File: src/rtl/decoder_scan_pkg.sv
// rtl/decoder_scan_pkg.sv - shared types and defaults for the decoder channel scanner
package decoder_scan_pkg;

  localparam int SEL_W_DEF   = 3;
  localparam int DWELL_W_DEF = 8;
  localparam int NUM_CH      = 2 ** SEL_W_DEF;

  typedef enum logic [1:0] {
    ST_IDLE   = 2'd0,
    ST_ACTIVE = 2'd1,
    ST_GAP    = 2'd2
  } state_t;

endpackage

File: src/rtl/scan_next_ch.sv
// rtl/scan_next_ch.sv - priority search for the next enabled channel above cur and the lowest enabled channel
module scan_next_ch #(
  parameter int SEL_W = 3
) (
  input  logic [2**SEL_W-1:0] mask,
  input  logic [SEL_W-1:0]    cur,
  output logic [SEL_W-1:0]    next_ch,
  output logic                found,
  output logic [SEL_W-1:0]    low_ch,
  output logic                mask_zero
);

  localparam int NCH = 2 ** SEL_W;

  // Descending walk: the last hit written is the lowest qualifying index.
  always_comb begin
    next_ch = '0;
    found   = 1'b0;
    low_ch  = '0;
    for (int i = NCH - 1; i >= 0; i--) begin
      if (mask[i]) begin
        low_ch = SEL_W'(i);
        if (i > int'(cur)) begin
          next_ch = SEL_W'(i);
          found   = 1'b1;
        end
      end
    end
  end

  assign mask_zero = ~|mask;

endmodule

File: src/rtl/decoder_scan_ctrl.sv
// rtl/decoder_scan_ctrl.sv - sequencer stepping a 3-to-8 decoder through masked channels with dwell and gap
module decoder_scan_ctrl
  import decoder_scan_pkg::*;
#(
  parameter int SEL_W   = SEL_W_DEF,
  parameter int DWELL_W = DWELL_W_DEF
) (
  input  logic                  clk,
  input  logic                  rst_n,
  input  logic                  start,
  input  logic                  stop,
  input  logic                  mode_cont,
  input  logic [2**SEL_W-1:0]   ch_mask,
  input  logic [DWELL_W-1:0]    dwell,
  output logic [SEL_W-1:0]      sel,
  output logic                  en,
  output logic                  busy,
  output logic                  done
);

  localparam int NCH = 2 ** SEL_W;

  state_t             state_q, state_d;
  logic [NCH-1:0]     mask_q;
  logic [DWELL_W-1:0] dwell_q, cnt_q, cnt_d;
  logic               mode_q;
  logic [SEL_W-1:0]   sel_d;
  logic               en_d, busy_d, done_d, load;

  logic [NCH-1:0]     srch_mask;
  logic [SEL_W-1:0]   next_ch, low_ch;
  logic               found, mask_zero;

  // In IDLE the decision is made on the live mask so the first channel is up one cycle after start.
  assign srch_mask = (state_q == ST_IDLE) ? ch_mask : mask_q;

  scan_next_ch #(.SEL_W(SEL_W)) u_next (
    .mask      (srch_mask),
    .cur       (sel),
    .next_ch   (next_ch),
    .found     (found),
    .low_ch    (low_ch),
    .mask_zero (mask_zero)
  );

  always_ff @(posedge clk or negedge rst_n) begin
    if (!rst_n) begin
      state_q <= ST_IDLE;
      sel     <= '0;
      en      <= 1'b0;
      busy    <= 1'b0;
      done    <= 1'b0;
      cnt_q   <= '0;
      mask_q  <= '0;
      dwell_q <= '0;
      mode_q  <= 1'b0;
    end else begin
      state_q <= state_d;
      sel     <= sel_d;
      en      <= en_d;
      busy    <= busy_d;
      done    <= done_d;
      cnt_q   <= cnt_d;
      if (load) begin
        mask_q  <= ch_mask;
        dwell_q <= dwell;
        mode_q  <= mode_cont;
      end
    end
  end

  always_comb begin
    state_d = state_q;
    sel_d   = sel;
    en_d    = en;
    busy_d  = busy;
    done_d  = 1'b0;
    cnt_d   = cnt_q;
    load    = 1'b0;
    unique case (state_q)
      ST_IDLE: begin
        if (start && !stop) begin
          load = 1'b1;
          if (mask_zero) begin
            done_d = 1'b1;
          end else begin
            state_d = ST_ACTIVE;
            sel_d   = low_ch;
            en_d    = 1'b1;
            busy_d  = 1'b1;
            cnt_d   = '0;
          end
        end
      end
      ST_ACTIVE: begin
        if (stop) begin
          state_d = ST_IDLE;
          en_d    = 1'b0;
          busy_d  = 1'b0;
        end else if (cnt_q == dwell_q) begin
          en_d = 1'b0;
          if (found) begin
            state_d = ST_GAP;
            sel_d   = next_ch;
          end else if (mode_q) begin
            state_d = ST_GAP;
            sel_d   = low_ch;
          end else begin
            state_d = ST_IDLE;
            busy_d  = 1'b0;
            done_d  = 1'b1;
          end
        end else begin
          cnt_d = cnt_q + DWELL_W'(1);
        end
      end
      ST_GAP: begin
        if (stop) begin
          state_d = ST_IDLE;
          en_d    = 1'b0;
          busy_d  = 1'b0;
        end else begin
          state_d = ST_ACTIVE;
          en_d    = 1'b1;
          cnt_d   = '0;
        end
      end
      default: begin
        state_d = ST_IDLE;
        en_d    = 1'b0;
        busy_d  = 1'b0;
      end
    endcase
  end

endmodule

File: config.mk
export PLATFORM = sky130hd
export DESIGN_NAME = decoder_scan_ctrl
export DESIGN_NICKNAME = d
export VERILOG_FILES = /design/src/rtl/decoder_scan_pkg.sv /design/src/rtl/scan_next_ch.sv /design/src/rtl/decoder_scan_ctrl.sv
export SDC_FILE = /design/constraint.sdc
export NUM_CORES = 1
export LEC_CHECK = 0
export ABC_AREA = 1
export ABC_CLOCK_PERIOD_IN_PS = 5800
export CAP_MARGIN = 0
export CORE_MARGIN = 2
export CORE_UTILIZATION = 59
export CTS_BUF_LIST = sky130_fd_sc_hd__clkbuf_16
export DETAILED_ROUTE_END_ITERATION = 16
export GPL_ROUTABILITY_DRIVEN = 0
export MAX_ROUTING_LAYER = met4
export PLACE_DENSITY_LB_ADDON = 0.12
export RECOVER_POWER = 50
export SLEW_MARGIN = 20
export SYNTH_ARGS = -nofsm -noshare
export SYNTH_HDL_FRONTEND = slang
export SYNTH_SLANG_ARGS = --single-unit
File: constraint.sdc
create_clock -name clk -period 5.8 [get_ports clk]
set_clock_uncertainty 0.2 [all_clocks]
set_input_delay 1.16 -clock clk [delete_from_list [all_inputs] [get_ports clk]]
set_output_delay 1.16 -clock clk [all_outputs]
set_load 0.02 [all_outputs]
; Word-level counts from Yosys, hierarchy flattened
; Cells that the tools add are included.
[totals]
ff_bits = 33
[op_classes]
n_addsub = 1
n_lt_le_gt_ge = 7
eq_ne = 14
reduce_logical = 10
mux = 79
[op_table]
columns = op, n
row1 = $mux 3, 28
row2 = $mux 8, 6
row3 = $mux 1, 33
row4 = $pmux 8 s3, 1
row5 = $reduce_and 6->1, 3
row6 = $gt 3x3->1 const A, 4
row7 = $mux 2, 6
row8 = $ne 3x3->1 const B, 4
row9 = $ne 2x2->1 const B, 5
row10 = $add 8x1->8 const B, 1
row11 = $eq 8x8->1, 1
row12 = $reduce_or 8->1, 1
row13 = $gt 2x3->1 const A, 2
row14 = $pmux 1 s3, 2
row15 = $pmux 2 s3, 1
row16 = $pmux 3 s2, 1
row17 = $ne 2x1->1 const B, 2
row18 = $gt 1x3->1 const A, 1
row19 = $reduce_and 3->1, 1
row20 = $reduce_bool 3->1, 1
row21 = $eq 2x1->1 const B, 1
row22 = $eq 2x2->1 const B, 1
row23 = $logic_not 2->1, 1
row24 = $pmux 1 s2, 1
row25 = 3 further kinds, 3

; Logic depth before layout (Yosys ltp)
; Gate-level depths: netlist (run 1).
[depth]
word_depth = 19
ltp_mapped = 14
ltp_nobuf = 14

; Cells and area by module
; Synthesis (run 1) repeated with hierarchy kept, for this count alone.
[hier_totals]
cells_unflattened = 271
hier_area_um2 = 1985.7
[modules_own_cells]
columns = module, cells_each, seq_area_each_um2, n_inst, area_each_um2
row1 = decoder_scan_ctrl, 222, 825.8, 1, 1759.2
row2 = scan_next_ch, 49, 0.0, 1, 226.5

; Worst setup path before layout (run 1)
; Ideal clock, no wire load.
[synth_path]
path_type = input to register
from = in ch_mask[7]
to = reg sel[0]
required_time_ns = 5.483
stages = 12
path_slack_ns = 3.440
arrival_time_ns = 2.044
setup_time_ns = 0.117
cell_sequence = inv_1 nand2_1 nand2_1 nand2_1 nor2_2 nand3_4 nand2_2 nor2_1 nand3_2 inv_2 nand2_1 nand2_1
[synth_between]
elab_chain_len = 18
elab_cells_between_ends = 46
cone_classes = eq/ne: 2 / mux: 42 / reduce/logical: 2
[synth_rtl]
columns = item, line
row1 = start: declaration, decoder_scan_ctrl.sv:13  ; input logic [2**SEL_W-1:0] ch_mask,
row2 = $mux 8 *, decoder_scan_ctrl.sv:35  ; assign srch_mask = (state_q == ST_IDLE) ? ch_mask : mask_q;
row3 = $mux 3 / $mux 1 (equally long branches), scan_next_ch.sv:21  ; if (mask[i]) begin
row4 = $mux 3 / $mux 1 (equally long branches), scan_next_ch.sv:23  ; if (i > int'(cur)) begin
row5 = $mux 3 / $mux 1 (equally long branches), scan_next_ch.sv:21
row6 = $mux 3 / $mux 1 (equally long branches), scan_next_ch.sv:23
row7 = $mux 3 / $mux 1 (equally long branches), scan_next_ch.sv:21
row8 = $mux 3 / $mux 1 (equally long branches), scan_next_ch.sv:23
row9 = $mux 3 / $mux 1 (equally long branches), scan_next_ch.sv:21
row10 = [2 not listed], n/a
row11 = $mux 3 / $mux 1 (equally long branches), scan_next_ch.sv:23
row12 = $mux 3 / $mux 1 (equally long branches), scan_next_ch.sv:21
row13 = $mux 3 / $mux 1 (equally long branches), scan_next_ch.sv:23
row14 = $mux 3 / $mux 1 (equally long branches), scan_next_ch.sv:21
row15 = $mux 3, decoder_scan_ctrl.sv:102  ; if (found) begin
row16 = $mux 3, decoder_scan_ctrl.sv:100  ; end else if (cnt_q == dwell_q) begin
row17 = $mux 3, decoder_scan_ctrl.sv:96  ; if (stop) begin
row18 = $pmux 3 s2, decoder_scan_ctrl.sv:80  ; unique case (state_q)
row19 = end signal: assignment, decoder_scan_ctrl.sv:59  ; sel <= sel_d;
row20 = end: declaration, decoder_scan_ctrl.sv:15  ; output logic [SEL_W-1:0] sel,
; Every way passes the cells marked *; elsewhere a longest branch is shown, timed or not. The select of a mux whose other input is x is not followed.
; A chain may end at the register's enable or synchronous reset.

==> impl_metrics.ini, run 1 <==
[outcome]
run_status = finished, violations left
violations = max-capacitance violations, max-slew violations

[final_layout]
drive_gt1_frac = 0.105
fillerInstances = 259
fin_util = 0.756
layout.nets = 326
instances_no_fill = 351
diodes = 0
multi_input_area_um2 = 1040
register_area_um2 = 826
final_area_um2 = 2500
syn2layout_area_growth_pct = 23.1

[drt]
antenna_left = 0
drc = 0
via_per_inst = 5.15
postRouteWirelength_um = 4250
drt_pass1_iterations = 4
vias = 1806
first_iter_violations = 153
wire_per_inst_um = 12.1

[critical_path]
crit_fanout = 33
path_delay_family = buffers and inverters
path_class = in -> async
max_stage_delay_ps = 1220
cp_slowest_cell = clkbuf_1
worstPathArrival_ps = 2920
end_kind = asynchronous set/reset pin
worstPathCellList = dlygate4sd3_1 > clkbuf_1
rrSetupSlack_ps = 3430
required_ps = 5670
worst-path-buf-inv = 2
reg2reg_from = state_q[0]$_DFFE_PN0P_
r2r_end = busy$_DFFE_PN0P_
worstSetupStartpointType = input port
r2r_cells = 12

[sta]
timing.final.crit_share = 0.526
finalHoldViolCount = 0
worst_slew_pin_slew_ps = 1710
finalCriticalPeriod_ps = 3050
rsz0062_at_grt = false
slew_viol_final = 34
relSlewSlack = -0.138
max_freq_ghz = 0.328
tns_ps = 0
whs_ps = 274
final-setup-viol-count = 0

[global_routing]
grt_max_degree = 34
grt_antenna_before_repair = 0
overflow = 0
grt_pass1_wl_um = 7690
grt.total_usage = 0.258
first_global_vias = 1758

[synthesis]
synthTopCellsByCount = nand2_1, inv_1, dfrtp_1
synth_fp_nets = 295
synth_most_common_cell = nand2_1
synth_flop_cell = dfrtp_1
syn_area_per_cell_um2 = 7.45
synthTopCellsByArea = dfrtp_1, nand2_1, inv_1
synth_edf_count = 0
netlist_instances = 273
yosysWarnings = 0
synth_cell_types = 32
async_flop_share = 1.00
ys_ff_latch = 33
yosysTopAreaCellShare = 0.406
ys_seq_area_frac = 0.406
synth_area_um2 = 2030
yosysTopAreaCell = dfrtp_1

[clock_network]
clockBufferDepth = 2
clk_pin_slew_ps = 50
cts.sinks = 33
clk-insertion-delay-late_ps = 280
clockRootBuffer = clkbuf_16
h-tree-depth = 2
numCtsBuffers = 5
cts_tree = done
cts_setup_buffers = 0
ctsHoldBuffers = 0
cts_resized = 0

[floorplanning]
die_y_um = 62.7
die_w_um = 62.7
boundaryPins = 27
start_util = 0.614
coreArea_um2 = 3310
dieArea_um2 = 3930
fp-row-count = 21

[flow_run]
max_cap_violations = 1

[power_and_ir_drop]
powerDensity_nw_per_um2 = 351
ir_worst_vdd_mv = 0.201
power_leakage_uw = 0.00124

[place]
dpl-instance-area_um2 = 2340
place_hpwl_um = 3080
placedCellCount = 343
port_buffers = 26

[worst_hold_path]
hold_class = reg -> reg
hold_start = busy$_DFFE_PN0P_
holdPathEnd = busy$_DFFE_PN0P_
min_path_cells = 2
[cell usage in the layout (no fill, tap or decap), types with 3 or more instances in the layout]
master	count
nand4_1	4
dlygate4sd3_1	3
dfrtp_1	33
clkdlybuf4s50_1	23
nand2_2	4
o21ai_0	18
xor2_1	3
nand3_1	14
clkbuf_16	5
nand2_4	3
a21oi_1	7
nor2_1	23
xnor2_1	7
inv_1	36
mux2_2	6
nand2_1	92
[power by group]
| group | switching [uW] | internal, uW | total [uW] |
|---|---|---|---|
| Clock | 102 | 203 | 305 |
| Sequential | 45.8 | 273 | 319 |
| Combinational | 144 | 110 | 254 |
[final cells by class]
type	instances	share of cell area
multi-input cells	199	0.415
clock inverters	3	0.0185
repair buffers	27	0.105
clock buffers	5	0.0500
well taps	46	0.0230
flip-flops and latches	33	0.330
inverters	38	0.0580
[worst max-delay path by stage]
stage               start                     end  cells past startpoint
5_1_grt             rst_n      sel[0]$_DFFE_PN0P_                      2
3_3_place_gp         stop  dwell_q[3]$_DFFE_PN0P_                      4
3_5_place_dp         stop  dwell_q[1]$_DFFE_PN0P_                      4
4_1_cts              stop  dwell_q[1]$_DFFE_PN0P_                      4
2_1_floorplan  ch_mask[7]      sel[0]$_DFFE_PN0P_                     12
6_report            rst_n      sel[2]$_DFFE_PN0P_                      2
[metal layers]
metal / part of all wire / GRT usage
met5: 0 / -
met4: 0.0092 / 0.100
met3: 0.058 / 0.0613
met1: 0.47 / 0.328
met2: 0.46 / 0.401
[cells by family (layout without fill, tap and decap cells)]
| kind of cell | Yosys count | count (layout) | share of synthesized area |
|---|---|---|---|
| adder cells (fa/ha/maj) | 1 | 1 | 0.00615 |
| flip-flops | 33 | 33 | 0.406 |
| AO/OA/AOI/OAI | 34 | 34 | 0.100 |
| XOR/XNOR | 10 | 10 | 0.0431 |
| AND/OR/NAND/NOR | 148 | 148 | 0.330 |
| buffers and inverters | 41 | 73 | 0.0806 |
| multiplexers | 6 | 6 | 0.0332 |
[metrics by stage]
stage	setup WS, ps	power, uW
CTS	2910	882
global placement	2620	568
floorplan	3440	492
global route	2380	937
detailed placement	2630	574
finish	2750	878
[flip-flops by register name, summed over array words and instances (netlist names)]
name and cells:
sel 3, mask_q 8, cnt_q 8, en 1, busy 1, state_q 2
done 1, dwell_q 8, mode_q 1
Note: power is estimated with default switching activity, not from simulation.
==> run 2, diff against run 1 <==
--- a/config.mk
+++ b/config.mk
@@ -6,10 +6,10 @@
 export NUM_CORES = 1
 export LEC_CHECK = 0
 export ABC_AREA = 1
-export ABC_CLOCK_PERIOD_IN_PS = 5800
+export ABC_CLOCK_PERIOD_IN_PS = 3100
 export CAP_MARGIN = 0
 export CORE_MARGIN = 2
-export CORE_UTILIZATION = 59
+export CORE_UTILIZATION = 55
 export CTS_BUF_LIST = sky130_fd_sc_hd__clkbuf_16
 export DETAILED_ROUTE_END_ITERATION = 16
 export GPL_ROUTABILITY_DRIVEN = 0
==> constraint.sdc (replaced) <==
create_clock -name clk -period 3.1 [get_ports clk]
set_clock_uncertainty 0.2 [all_clocks]
set_input_delay 0.62 -clock clk [delete_from_list [all_inputs] [get_ports clk]]
set_output_delay 0.62 -clock clk [all_outputs]
set_load 0.02 [all_outputs]
==> impl_metrics.ini, run 2 (same netlist as run 1, synthesis figures left out) <==
[final_layout]
layout.nets = 327
diodes = 0
reg_top3 = cnt_q: 8 flops, dwell_q: 8 flops, mask_q: 8 flops
fillerInstances = 308
final_cell_mix = nand2_1, inv_1, dfrtp_1
instances_no_fill = 354
fin_util = 0.697
layout_commonest_cell = nand2_1
drive_gt1_frac = 0.108
syn2layout_area_growth_pct = 23.6

[place]
port_buffers = 26
placedCellCount = 346
place_hpwl_um = 3330

[global_routing]
grt_antenna_before_repair = 0
grtUsageMet2 = 0.369
grt.total_usage = 0.245
grt_max_degree = 34
use_met3 = 0.0469
grt_pass1_wl_um = 7640
use_met1 = 0.337
first_global_vias = 1681
grt_busiest_layer = met2
overflow = 0

[sta]
slew_viol_final = 0
finalCriticalPeriod_ps = 2350
whs_ps = 278
tns_ps = 0
worst_slew_pin_slew_ps = 503
timing.final.crit_share = 0.757
finalHoldViolCount = 0
relSlewSlack = 0.664
max_freq_ghz = 0.426
rsz0062_at_grt = false
final-setup-viol-count = 0

[critical_path]
end_kind = flop
cp_slowest_cell = nor2_4
crit_fanout = 17
worstPathCellList = nor2_4 > nand2_1 > o211ai_1 > nand2_1 > nor2_1 > nand3_1 > nand3_1 > nand3_1 > nand2_1 > nand2_1
cpMostUsedCell = nand2_1
max_stage_delay_ps = 450
worstPathArrival_ps = 2310
path_class = reg -> reg
rrSetupSlack_ps = 750
worstSetupStartpointType = flop
required_ps = 3070

[outcome]
run_status = completed

[drt]
first_iter_violations = 165
wire_per_inst_um = 12.2
vias = 1801
antenna_left = 0
via_per_inst = 5.09
postRouteWirelength_um = 4310
drc = 0
drt_pass1_iterations = 4

[clock_network]
clk_pin_slew_ps = 50
clockRootBuffer = clkbuf_16
ctsHoldBuffers = 0
cts.sinks = 33
h-tree-depth = 2
numCtsBuffers = 5
cts_tree = done
cts_setup_buffers = 0
cts_resized = 0
clockBufferDepth = 2
clk-insertion-delay-late_ps = 280

[flow_run]
max_cap_violations = 0

[floorplanning]
coreArea_um2 = 3610
boundaryPins = 27
fp-row-count = 22
dieArea_um2 = 4200
die_y_um = 64.8
start_util = 0.564
die_w_um = 64.8

[power_and_ir_drop]
power_leakage_uw = 0.00126
power_uw = 1630
powerDensity_nw_per_um2 = 648
ir_worst_vdd_mv = 0.361

[worst_hold_path]
hold_class = reg -> reg
==> run 2: worst max-delay path, delay by kind of cell, from the launching register on <==
| kind | cells | cell delay [ps] |
|---|---|---|
| AND/OR/NAND/NOR | 9 | 1370 |
| flip-flops | 1 | 440 |
| AO/OA/AOI/OAI | 1 | 210 |
==> run 2: final cells by class <==
| class | count | area [um2] | area share |
|---|---|---|---|
| flip-flops and latches | 33 | 826 | 0.329 |
| clock inverters | 3 | 37.5 | 0.0149 |
| well taps | 48 | 60.1 | 0.0239 |
| multi-input cells | 199 | 1040 | 0.415 |
| inverters | 38 | 145 | 0.0578 |
| clock buffers | 5 | 125 | 0.0498 |
| repair buffers | 28 | 275 | 0.110 |
==> run 2: worst paths after layout <==
kind | endpoint | startpoint | cells after the start
setup / recovery | busy$_DFFE_PN0P_ | state_q[0]$_DFFE_PN0P_ | 10
hold / removal | busy$_DFFE_PN0P_ | busy$_DFFE_PN0P_ | 2
setup reg to reg | busy$_DFFE_PN0P_ | state_q[0]$_DFFE_PN0P_ | 10
hold reg to reg | busy$_DFFE_PN0P_ | busy$_DFFE_PN0P_ | 2
max in group asynchronous | mask_q[3]$_DFFE_PN0P_ | rst_n | 2
min in group asynchronous | sel[0]$_DFFE_PN0P_ | rst_n | 2
==> run 2: through the flow <==
step / worst slack [ps] / instance area, um2
after global routing: 568 / 2510
after global placement: 623 / 2350
final: 754 / 2510
after CTS: 736 / 2510
after detailed placement: 629 / 2350
after floorplan: 1250 / 2030
==> run 2: power by group <==
part / switching (uW) / total, uW / internal (uW)
registers: 90.9 / 601 / 511
logic: 272 / 478 / 206
clock network: 176 / 548 / 373
total: 539 / 1630 / 1090
==> run 2: per-layer routing <==
layer,wire [um],vias to the layer above
li1,-,930
met1,2040,818
met2,1970,46
met3,243,7
met4,52,0
met5,0,-
